==> src/rtl/cla_pkg.sv <==
// Shared constants and nibble propagate/generate helper for the pipelined 16-bit CLA adder.
package cla_pkg;

    localparam int WIDTH = 16;
    localparam int NIB   = 4;
    localparam int NNIB  = 4;

    localparam logic [NNIB-1:0]  PBQ_RST = '1;
    localparam logic [NNIB-1:0]  GBQ_RST = '1;
    localparam logic [WIDTH-1:0] SUM_RST = '0;

    typedef struct packed {
        logic p;
        logic g;
    } nib_pg_t;

    // Group propagate needs every bit to propagate; group generate ripples from bit 0 upward.
    function automatic nib_pg_t nib_pg(input logic [NIB-1:0] a, input logic [NIB-1:0] b);
        logic [NIB-1:0] p;
        logic [NIB-1:0] g;
        nib_pg_t r;
        p   = a | b;
        g   = a & b;
        r.p = &p;
        r.g = g[3] | (p[3] & g[2]) | (p[3] & p[2] & g[1]) | (p[3] & p[2] & p[1] & g[0]);
        return r;
    endfunction

endpackage

==> src/rtl/cla_adder_pipe16_if.sv <==
// Operand/result bus of the pipelined CLA adder; ovf exists only when CLA_OVF_EN is defined.
interface cla_adder_pipe16_if;
    import cla_pkg::*;

    // Handshake: a beat moves when valid and ready are both high at a rising clk edge;
    // a source holds its payload and valid steady until that edge.
    logic [WIDTH-1:0] a;
    logic [WIDTH-1:0] b;
    logic             cn;
    logic             in_valid;
    logic             in_ready;
    logic             out_valid;
    logic             out_ready;
    logic [WIDTH-1:0] sum;
    logic             cout;
    logic [NNIB-1:0]  pbq;
    logic [NNIB-1:0]  gbq;
`ifdef CLA_OVF_EN
    logic             ovf;
`endif

    modport master (
        output a, b, cn, in_valid, out_ready,
`ifdef CLA_OVF_EN
        input  ovf,
`endif
        input  in_ready, out_valid, sum, cout, pbq, gbq
    );

    modport slave (
        input  a, b, cn, in_valid, out_ready,
`ifdef CLA_OVF_EN
        output ovf,
`endif
        output in_ready, out_valid, sum, cout, pbq, gbq
    );

endinterface

==> src/rtl/cla_lookahead4.sv <==
// Four-nibble carry-lookahead unit: active-low group P/G in, active-high carries out.
module cla_lookahead4
    import cla_pkg::*;
(
    input  logic [NNIB-1:0] pb,
    input  logic [NNIB-1:0] gb,
    input  logic            cn,
    output logic            c1,
    output logic            c2,
    output logic            c3,
    output logic            cout
);

    logic [NNIB-1:0] p;
    logic [NNIB-1:0] g;

    assign p = ~pb;
    assign g = ~gb;

    assign c1   = g[0] | (p[0] & cn);
    assign c2   = g[1] | (p[1] & g[0]) | (p[1] & p[0] & cn);
    assign c3   = g[2] | (p[2] & g[1]) | (p[2] & p[1] & g[0]) | (p[2] & p[1] & p[0] & cn);
    assign cout = g[3] | (p[3] & g[2]) | (p[3] & p[2] & g[1]) | (p[3] & p[2] & p[1] & g[0])
                | (p[3] & p[2] & p[1] & p[0] & cn);

endmodule

==> src/rtl/cla_adder_pipe16.sv <==
// Two-stage pipelined 16-bit carry-lookahead adder with valid/ready flow control.
// Optional registered signed-overflow output when CLA_OVF_EN is defined.
module cla_adder_pipe16
    import cla_pkg::*;
(
    input  logic              clk,
    input  logic              rst,
    cla_adder_pipe16_if.slave bus
);

    logic             s1_valid;
    logic [WIDTH-1:0] s1_a;
    logic [WIDTH-1:0] s1_b;
    logic             s1_cn;
    logic [NNIB-1:0]  pbq_q;
    logic [NNIB-1:0]  gbq_q;

    logic             out_valid_q;
    logic [WIDTH-1:0] sum_q;
    logic             cout_q;

    logic             s2_advance;
    logic             in_ready;
    logic             s1_load;
    logic [NNIB-1:0]  p_nib;
    logic [NNIB-1:0]  g_nib;
    logic [NNIB:0]    carry;
    logic [WIDTH-1:0] sum_next;

    // S2 can take a new beat when empty or draining; S1 can when empty or emptying into S2.
    assign s2_advance = ~out_valid_q | bus.out_ready;
    assign in_ready   = ~rst & (~s1_valid | s2_advance);
    assign s1_load    = bus.in_valid & in_ready;

    for (genvar i = 0; i < NNIB; i++) begin : g_pg
        assign {p_nib[i], g_nib[i]} = nib_pg(bus.a[i*NIB +: NIB], bus.b[i*NIB +: NIB]);
    end

    always_ff @(posedge clk) begin
        if (rst) begin
            s1_valid <= 1'b0;
            s1_a     <= '0;
            s1_b     <= '0;
            s1_cn    <= 1'b0;
            pbq_q    <= PBQ_RST;
            gbq_q    <= GBQ_RST;
        end else if (s1_load) begin
            s1_valid <= 1'b1;
            s1_a     <= bus.a;
            s1_b     <= bus.b;
            s1_cn    <= bus.cn;
            pbq_q    <= ~p_nib;
            gbq_q    <= ~g_nib;
        end else if (s2_advance) begin
            s1_valid <= 1'b0;
        end
    end

    assign carry[0] = s1_cn;

    cla_lookahead4 u_lookahead (
        .pb   (pbq_q),
        .gb   (gbq_q),
        .cn   (s1_cn),
        .c1   (carry[1]),
        .c2   (carry[2]),
        .c3   (carry[3]),
        .cout (carry[4])
    );

    for (genvar i = 0; i < NNIB; i++) begin : g_sum
        assign sum_next[i*NIB +: NIB] = s1_a[i*NIB +: NIB] + s1_b[i*NIB +: NIB]
                                      + {{(NIB-1){1'b0}}, carry[i]};
    end

`ifdef CLA_OVF_EN
    logic ovf_q;
    logic c15;

    // Carry into the sign bit recovered from the sign-bit sum itself.
    assign c15 = s1_a[WIDTH-1] ^ s1_b[WIDTH-1] ^ sum_next[WIDTH-1];

    always_ff @(posedge clk) begin
        if (rst) begin
            ovf_q <= 1'b0;
        end else if (s2_advance && s1_valid) begin
            ovf_q <= carry[NNIB] ^ c15;
        end
    end

    assign bus.ovf = ovf_q;
`endif

    always_ff @(posedge clk) begin
        if (rst) begin
            out_valid_q <= 1'b0;
            sum_q       <= SUM_RST;
            cout_q      <= 1'b0;
        end else if (s2_advance) begin
            out_valid_q <= s1_valid;
            if (s1_valid) begin
                sum_q  <= sum_next;
                cout_q <= carry[NNIB];
            end
        end
    end

    assign bus.in_ready  = in_ready;
    assign bus.out_valid = out_valid_q;
    assign bus.sum       = sum_q;
    assign bus.cout      = cout_q;
    assign bus.pbq       = pbq_q;
    assign bus.gbq       = gbq_q;

endmodule

==> src/flat_wrapper.sv <==
// flat-port wrapper written by rule: the top's interface ports become plain ports
module cla_adder_pipe16_flat import cla_pkg::*;
  (clk, rst, bus_a, bus_b, bus_cn, bus_in_valid, bus_out_ready, bus_in_ready, bus_out_valid, bus_sum, bus_cout, bus_pbq, bus_gbq);
  cla_adder_pipe16_if bus_i ();
  input  logic clk;
  input  logic rst;
  input wire logic [$bits(bus_i.a)-1:0] bus_a;
  input wire logic [$bits(bus_i.b)-1:0] bus_b;
  input wire logic [$bits(bus_i.cn)-1:0] bus_cn;
  input wire logic [$bits(bus_i.in_valid)-1:0] bus_in_valid;
  input wire logic [$bits(bus_i.out_ready)-1:0] bus_out_ready;
  output wire logic [$bits(bus_i.in_ready)-1:0] bus_in_ready;
  output wire logic [$bits(bus_i.out_valid)-1:0] bus_out_valid;
  output wire logic [$bits(bus_i.sum)-1:0] bus_sum;
  output wire logic [$bits(bus_i.cout)-1:0] bus_cout;
  output wire logic [$bits(bus_i.pbq)-1:0] bus_pbq;
  output wire logic [$bits(bus_i.gbq)-1:0] bus_gbq;
  assign bus_i.a = bus_a;
  assign bus_i.b = bus_b;
  assign bus_i.cn = bus_cn;
  assign bus_i.in_valid = bus_in_valid;
  assign bus_i.out_ready = bus_out_ready;
  assign bus_in_ready = bus_i.in_ready;
  assign bus_out_valid = bus_i.out_valid;
  assign bus_sum = bus_i.sum;
  assign bus_cout = bus_i.cout;
  assign bus_pbq = bus_i.pbq;
  assign bus_gbq = bus_i.gbq;
  cla_adder_pipe16 u_core (.clk(clk), .rst(rst), .bus(bus_i));
endmodule
==> config.mk <==
export PLATFORM = sky130hd
export DESIGN_NAME = cla_adder_pipe16_flat
export DESIGN_NICKNAME = d
export VERILOG_FILES = /design/src/rtl/cla_pkg.sv /design/src/rtl/cla_adder_pipe16_if.sv /design/src/rtl/cla_lookahead4.sv /design/src/rtl/cla_adder_pipe16.sv /design/src/flat_wrapper.sv
export SDC_FILE = /design/constraint.sdc
export NUM_CORES = 1
export LEC_CHECK = 0
export ABC_AREA = 1
export CORE_MARGIN = 1.5
export CORE_UTILIZATION = 40
export DETAILED_ROUTE_END_ITERATION = 6
export GPL_ROUTABILITY_DRIVEN = 0
export PLACE_DENSITY = 0.65
export SYNTH_ARGS = -nofsm -noshare
export SYNTH_HDL_FRONTEND = slang
export SYNTH_SLANG_ARGS = --single-unit
==> constraint.sdc <==
create_clock -name clk -period 2.15 [get_ports clk]
set_input_delay 0.5375 -clock clk [delete_from_list [all_inputs] [get_ports clk]]
set_output_delay 0.5375 -clock clk [all_outputs]
set_load 0.03 [all_outputs]
# Yosys cells after proc, flatten, opt, wreduce, memory -nomap -nowiden
# Cells that the tools add are included.
[word_totals]
inputBits = 37
output_inout_bits = 27
wordCells = 102
regBits = 60
[op_classes]
add_sub_neg = 8
mux = 2
n_bitwise = 77
n_reduce_logical = 6
[op_table]
columns = ["op", "count"]
rows = [
  ["bitwise AND 1 bit", 38],
  ["bitwise OR 1 bit", 24],
  ["adder 4 x 1 -> 4 bit", 4],
  ["adder 4 bit", 4],
  ["bitwise AND 4 bit", 4],
  ["NOT 4 bit", 4],
  ["bitwise OR 4 bit", 4],
  ["AND reduction 4 bit", 4],
  ["NOT 1 bit", 3],
  ["two-way mux 1 bit", 2],
  ["AND reduction 2 bit", 1],
  ["nonzero test 2 bit", 1],
]

# Logic depth before layout (Yosys ltp)
# Gate-level depths: netlist (run 1).
[logic_depth]
depth_word = 6
ltp_mapped = 11
depth_no_buf = 11

# By module
# Synthesis (run 1) repeated with hierarchy kept, for this count alone.
[unflattened]
hier_cells = 397
area_unflattened_um2 = 2930.3
[by_module_without_submodules]
columns = ["module", "area_each_um2", "cells_per_inst", "seq_area_each_um2", "instances"]
rows = [
  ["cla_adder_pipe16", 2839.0, 377, 1201.2, 1],
  ["cla_lookahead4", 91.3, 20, 0.0, 1],
]

# Worst setup path after synthesis (run 1)
# OpenSTA, ideal clock, no wires.
[synth_path]
kind = "reg2reg"
startpoint = "register u_core.pbq_q[0], in the netlist u_core.bus.pbq[0]"
endpoint = "register u_core.sum_q[9], in the netlist u_core.bus.sum[9]"
path_slack_ns = 0.147
stages_incl_launch_ff = 8
n_path_buf = 0
synth_period_minus_slack_ns = 2.003
arrival_ns = 1.933
t_required_ns = 2.080
setup_time_ns = 0.070
path_cell_list = "dfxtp_1 inv_1 a21oi_1 o21ai_0 fa_1 inv_1 fa_1 a21oi_1"
[synth_via]
elab_chain_len = 5
[synth_rtl]
columns = ["item", "line_no", "text"]
rows = [
  ["from (decl)", "cla_adder_pipe16.sv:15", "logic [NNIB-1:0] pbq_q;"],
  ["from (signal assigned)", "cla_adder_pipe16.sv:52", "pbq_q <= ~p_nib;"],
  ["NOT 4 bit", "cla_lookahead4.sv:17", "assign p = ~pb;"],
  ["bitwise AND 1 bit (2 in a row)", "cla_lookahead4.sv:21", "assign c2 = g[1] | (p[1] & g[0]) | (p[1] & p[0] & cn);"],
  ["bitwise OR 1 bit", "cla_lookahead4.sv:21", ""],
  ["adder 4 x 1 -> 4 bit", "cla_adder_pipe16.sv:73", "+ {{(NIB-1){1'b0}}, carry[i]};"],
  ["to (signal assigned)", "cla_adder_pipe16.sv:102", "sum_q <= sum_next;"],
  ["to (decl)", "cla_adder_pipe16.sv:19", "logic [WIDTH-1:0] sum_q;"],
]
# Every way passes these cells.
# A chain may end at the register's enable or synchronous reset.

# Worst setup path after layout (run 1)
[layout_path]
startpoint = "register u_core.gbq_q[1], in the netlist u_core.bus.gbq[1]"
endpoint = "output port bus_gbq[1]"
[layout_rtl]
columns = ["item", "line_no", "text"]
rows = [
  ["from (decl)", "cla_adder_pipe16.sv:16", "logic [NNIB-1:0] gbq_q;"],
  ["from (signal assigned)", "cla_adder_pipe16.sv:53", "gbq_q <= ~g_nib;"],
  ["to (decl)", "flat_wrapper.sv:17", "output wire logic [$bits(bus_i.gbq)-1:0] bus_gbq;"],
]
# No word-level cell between the ends.

==> flow_summary.yaml, run 1 <==
run_status:
  outcome: "finished, final reports clean"
job:
  cap_violations: 0
setup_path:
  crit_chain: "clkdlybuf4s50_1"
  slowest_delay_ns: 0.70
  path_class: "reg2out"
  worstPathArrival_ns: 1.45
  critPathBufInv: 1
  cp-start-kind: "flip-flop"
  crit_fanout: 4
  slowest_stage: "clkdlybuf4s50_1"
  cp.required_ns: 1.61
  critical_path.top_delay_family: "buffers and inverters"
  critPathCaptureType: "output port"
synthesis:
  syn-num-nets: 437
  yosys-top-cells-count: "85 x nand2_1, 60 x dfxtp_1, 54 x inv_1, 39 x o21ai_0, 36 x nand3_1"
  yosysTopAreaCell: "dfxtp_1"
  synth_ff_type: "dfxtp_1"
  syn_area_mm2: 0.00294
  synth-edff-count: 0
  synth.distinct_cells: 29
  synthMostInstantiatedCell: "nand2_1"
  avgSynthCellArea_um2: 7.65
  ys_seq_area_share_pct: 40.9
  async_flop_share_pct: 0
  synthCells: 384
  synth_area_leaders: "dfxtp_1 41%, nand2_1 11%, inv_1 6.9%"
  ys_ff_latch: 60
  synth_top_area_share_pct: 40.9
  yosys_warnings: 0
layout:
  drive_above_1_share_pct: 8.63
  diodes: 0
  final_core_util_pct: 52.9
  nNetsFinal: 502
  n_fill_cell: 699
  finalInstanceArea_mm2: 0.00380
  syn2layout_area_growth_pct: 29.3
  fin_cells: 551
floorplanning:
  ioPinCount: 64
  die_area_mm2: 0.00787
  fp-row-count: 31
  coreArea_mm2: 0.00718
  initial_core_util_pct: 40.9
  die_w_um: 88.7
  die_y_um: 88.7
timing:
  rsz0062_at_grt: "no"
  holdWs_ns: 0.488
  hold_violations: 0
  period_needed_ns: 1.98
  max_slew_margin_pct: 72.0
  drv_slew: 0
  finalSetupViolCount: 0
  max_freq_mhz: 504
  fin_tns_setup_ns: 0
  tightest_slew_ns: 0.420
  worst_clock_skew_ns: 0.00380
  period_share_pct: 92.3
  setup_ws_ns: 0.166
detailed_routing:
  routed_wl_mm: 6.71
  routed_via_density: 4.78
  ant_nets: 0
  initialDrtViolationCount: 88
  dr.pass1.iters: 4
  drc: 0
  post_drt_wl_per_cell_um: 12.2
  vias: 2632
clock_network:
  clk_latency_ns: 0.33
  numCtsBuffers: 9
  cts_hold_buf: 0
  cts_tree: "built"
  htree_num_levels: 3
  clk_pin_slew_worst_paths_ns: 0.06
  clk_path_buf_depth: 2
  root_buffer: "clkbuf_8"
  clock_sinks: 60
placement:
  dp_slack_ns: 0.133
  port_buffers: 63
  post_dp_cell_area_mm2: 0.00364
  hpwl_mm: 4.95
  dp_cells: 537
grt:
  grt_pass1_vias: 2409
  grt_pass1_wl_mm: 11.0
  antenna_found_initial: 0
  grt_max_degree: 32
  grt_usage_pct: 18.7
  grt_overflow: 0
pwr:
  power_density_mw_per_mm2: 692
  vdd_drop_max_v: 0.000368
  power.leakage_nw: 1.69
  p_total_mw: 2.63
worst_hold_path:
  min_path_type: "reg2reg"
final timing paths:
path,start,to,slack (ns),depth (start not counted)
max,u_core.bus.gbq[1]$_SDFFE_PP1P_,bus_gbq[1],0.17,1
min,u_core.bus.sum[1]$_SDFFE_PP0P_,u_core.bus.sum[1]$_SDFFE_PP0P_,0.49,2
max reg2reg,u_core.bus.pbq[0]$_SDFFE_PP1P_,u_core.bus.sum[9]$_SDFFE_PP0P_,0.21,7
min reg2reg,u_core.bus.sum[1]$_SDFFE_PP0P_,u_core.bus.sum[1]$_SDFFE_PP0P_,0.49,2
cell families after synthesis:
group                    share of synthesized area (%)
AO/OA/AOI/OAI                                     16.1
XOR/XNOR                                          1.19
adder cells (fa/ha/maj)                           8.86
buffers and inverters                             10.8
flip-flops                                        40.9
AND/OR/NAND/NOR                                   22.1
state kept, by name, summed over array words and instances, names as in the netlist:
| name | count |
|---|---|
| u_core.bus.gbq | 4 |
| u_core.s1_b | 16 |
| u_core.bus.pbq | 4 |
| u_core.s1_a | 16 |
| u_core.bus.cout | 1 |
| u_core.bus.sum | 16 |
| u_core.s1_cn | 1 |
| u_core.s1_valid | 1 |
| u_core.bus.out_valid | 1 |
placed cells by master (no fill, tap or decap), drive strengths merged:
cell type / Yosys / layout
buf: 12 / 6
inv: 57 / 57
xor2: 3 / 3
dfxtp: 60 / 60
a21oi: 24 / 24
nand2: 87 / 87
or2: 1 / 1
xnor2: 1 / 1
nand3: 38 / 38
o22ai: 4 / 4
o21ai: 48 / 48
nor2: 25 / 25
clkbuf: 2 / 11
clkinv: 0 / 3
clkdlybuf4s50: 0 / 62
fa: 8 / 8
o21a: 5 / 5
nand4: 1 / 1
ha: 8 / 8
cell type report:
type	instances	area [um2]	share of cell area, %
Clock inverter	3	15.0	0.395
Timing Repair Buffer	68	678	17.9
Multi-Input combinational cell	253	1420	37.5
Tap cell	99	124	3.26
Clock buffer	11	141	3.72
Inverter	57	214	5.63
Sequential cell	60	1200	31.6
routing by layer:
metal	track usage (%)	vias up	wire (um)
li1	-	1355	-
met1	23.3	1210	3080
met2	31.5	58	3220
met3	3.17	9	293
met4	8.81	0	114
met5	0	-	0
power breakdown:
part / leakage, nW / internal (mW) / switching, mW
clock: 0.0848 / 0.431 / 0.418
combinational: 1.11 / 0.237 / 0.303
sequential: 0.495 / 1.19 / 0.0485
total: 1.69 / 1.86 / 0.770
what timing repair did:
action | 4_1_cts | 5_1_grt
endpoints found under the setup margin | 0 | 1
setup buffers | 0 | 0
hold endpoints to repair | 0 | 0
gates resized for setup | 0 | 1
worst min-delay path, cell delays in order (launching register included):
cell and delay, ns:
dfxtp_1 0.33, nor2_1 0.05, nor2_1 0.08
(Power assumes the default switching activity.)
==> inputs of run 2 (changes only) <==
- CAP_MARGIN: unset -> 20
- PLACE_DENSITY: 0.65 -> 0.69
==> run 2 against run 1 <==
Sequential power about the same. Die area unchanged. Largest power group unchanged. Highest routed layer unchanged. Sequential share of layout area decreased by 0.10 points. Non-clock buffer count unchanged. Final area increased by 0.33%. Via count increased by 0.34%.
==> flow_summary.yaml, run 2 (synthesis gave the netlist of run 1 again) <==
run_status:
  outcome: "finished, final reports clean"
grt:
  antenna_found_initial: 0
  grt_pass1_vias: 2586
  grt_usage_pct: 19.0
  grt_max_degree: 31
  grt_pass1_wl_mm: 11.4
  grt_overflow: 0
setup_path:
  slowest_stage: "clkdlybuf4s50_1"
  cp_num_cells: 1
  crit_chain: "clkdlybuf4s50_1"
  regToRegSetupSlack_ns: 0.24
  critPathCaptureType: "output port"
  r2r_cells: 7
  crit_end: "bus_pbq[1]"
  cp.required_ns: 1.61
  critical_path.top_delay_family: "buffers and inverters"
  worstPathArrival_ns: 1.45
  critPathLaunch: "u_core.bus.pbq[1]$_SDFFE_PP1P_"
  crit_fanout: 4
  r2r_end: "u_core.bus.sum[9]$_SDFFE_PP0P_"
  slowest_delay_ns: 0.70
  critPathBufInv: 1
  path_class: "reg2out"
  cp-start-kind: "flip-flop"
  timing.rr.start: "u_core.bus.pbq[0]$_SDFFE_PP1P_"
pwr:
  vdd_drop_max_v: 0.000282
  internal_power_mw: 1.90
  power.leakage_nw: 1.69
  p_sw_share_pct: 28.7
  power_frac_seq_pct: 46.5
  switchingPower_mw: 0.763
  power_density_mw_per_mm2: 699
  p_comb_share_pct: 20.3
  power.share.clock_pct: 33.2
detailed_routing:
  dr.pass1.iters: 5
  initialDrtViolationCount: 109
  vias: 2641
  drc: 0
  ant_nets: 0
  routed_wl_mm: 6.67
  routed_via_density: 4.78
  post_drt_wl_per_cell_um: 12.1
floorplanning:
  die_area_mm2: 0.00787
  initial_core_util_pct: 40.9
  die_y_um: 88.7
  ioPinCount: 64
  die_w_um: 88.7
  coreArea_mm2: 0.00718
  fp-row-count: 31
layout:
  final_core_util_pct: 53.1
  drive_above_1_share_pct: 8.61
  layout_common_cells: "85 x nand2_1, 62 x clkdlybuf4s50_1, 60 x dfxtp_1"
  syn2layout_area_growth_pct: 29.7
  final_common_cell: "nand2_1"
  nNetsFinal: 502
  diodes: 0
clock_network:
  clk_path_buf_depth: 2
  cts_tree: "built"
  numCtsBuffers: 9
  root_buffer: "clkbuf_8"
  cts_hold_buf: 0
  htree_num_levels: 3
  clk_pin_slew_worst_paths_ns: 0.07
  ctsResizeCount: 0
  cts_setup_buffers: 0
  clk_latency_ns: 0.33
  clock_sinks: 60
timing:
  finalSetupViolCount: 0
  rsz0062_at_grt: "no"
  period_share_pct: 92.2
  period_needed_ns: 1.98
  tightest_slew_ns: 0.458
  worst_clock_skew_ns: 0.00857
  hold_violations: 0
  max_freq_mhz: 504
  max_slew_margin_pct: 69.4
  fin_tns_setup_ns: 0
  drv_slew: 0
placement:
  hpwl_mm: 4.88
  port_buffers: 63
job:
  cap_violations: 0
worst_hold_path:
  min_path_type: "reg2reg"
[run 2: tightest hold or removal path, stage by stage (launching register included)]
cell and delay (ns):
dfxtp_1 0.32, nor2_1 0.04, nor2_1 0.08
[run 2: worst min path at each step]
stage                                         start                              end  slack (ns)  cells after the start
floorplan              u_core.s1_b[10]$_SDFFE_PP0P_     u_core.s1_b[10]$_SDFFE_PP0P_        0.46                      2
global route            u_core.s1_a[7]$_SDFFE_PP0P_      u_core.s1_a[7]$_SDFFE_PP0P_        0.51                      2
global placement       u_core.s1_a[14]$_SDFFE_PP0P_     u_core.s1_a[14]$_SDFFE_PP0P_        0.47                      2
CTS                 u_core.bus.sum[12]$_SDFFE_PP0P_  u_core.bus.sum[12]$_SDFFE_PP0P_        0.49                      2
finish              u_core.bus.sum[12]$_SDFFE_PP0P_  u_core.bus.sum[12]$_SDFFE_PP0P_        0.48                      2
detailed placement  u_core.bus.sum[12]$_SDFFE_PP0P_  u_core.bus.sum[12]$_SDFFE_PP0P_        0.47                      2
[run 2: final cells by class]
| class | instances | area [um2] |
|---|---|---|
| clock inverter | 2 | 10.0 |
| clock buffer | 13 | 159 |
| inverter | 57 | 214 |
| tap | 99 | 124 |
| multi-input combinational | 253 | 1420 |
| sequential | 60 | 1200 |
| fill | 696 | 3370 |
| timing repair buffer | 68 | 678 |
[run 2: per-stage QoR]
stage | power, mW | area [um2] | instances | hold WS, ns | setup slack, ns
after global routing | 2.82 | 3810 | 552 | 0.509 | 0.0739
after CTS | 2.69 | 3810 | 552 | 0.486 | 0.147
after detailed placement | 1.80 | 3640 | 537 | 0.470 | 0.174
after floorplan | 1.59 | 2940 | 384 | 0.456 | 0.147
final | 2.66 | 3810 | 552 | 0.477 | 0.167
after global placement | 1.79 | 3640 | 537 | 0.471 | 0.161
[run 2: metal layers]
metal	routed length, um	vias to the layer above	track usage, %
li1	-	1356	-
met1	2990	1201	23.5
met2	3180	70	30.9
met3	327	14	3.73
met4	167	0	10.8
met5	0	-	0
[run 2: power groups by stage]
stage               clock [mW]  combinational (mW)  sequential, mW
CTS                      0.906               0.543            1.24
detailed placement           0               0.539            1.26
floorplan                    0               0.274            1.31
global route             0.964               0.606            1.25
global placement             0               0.531            1.26
finish                   0.883               0.541            1.24
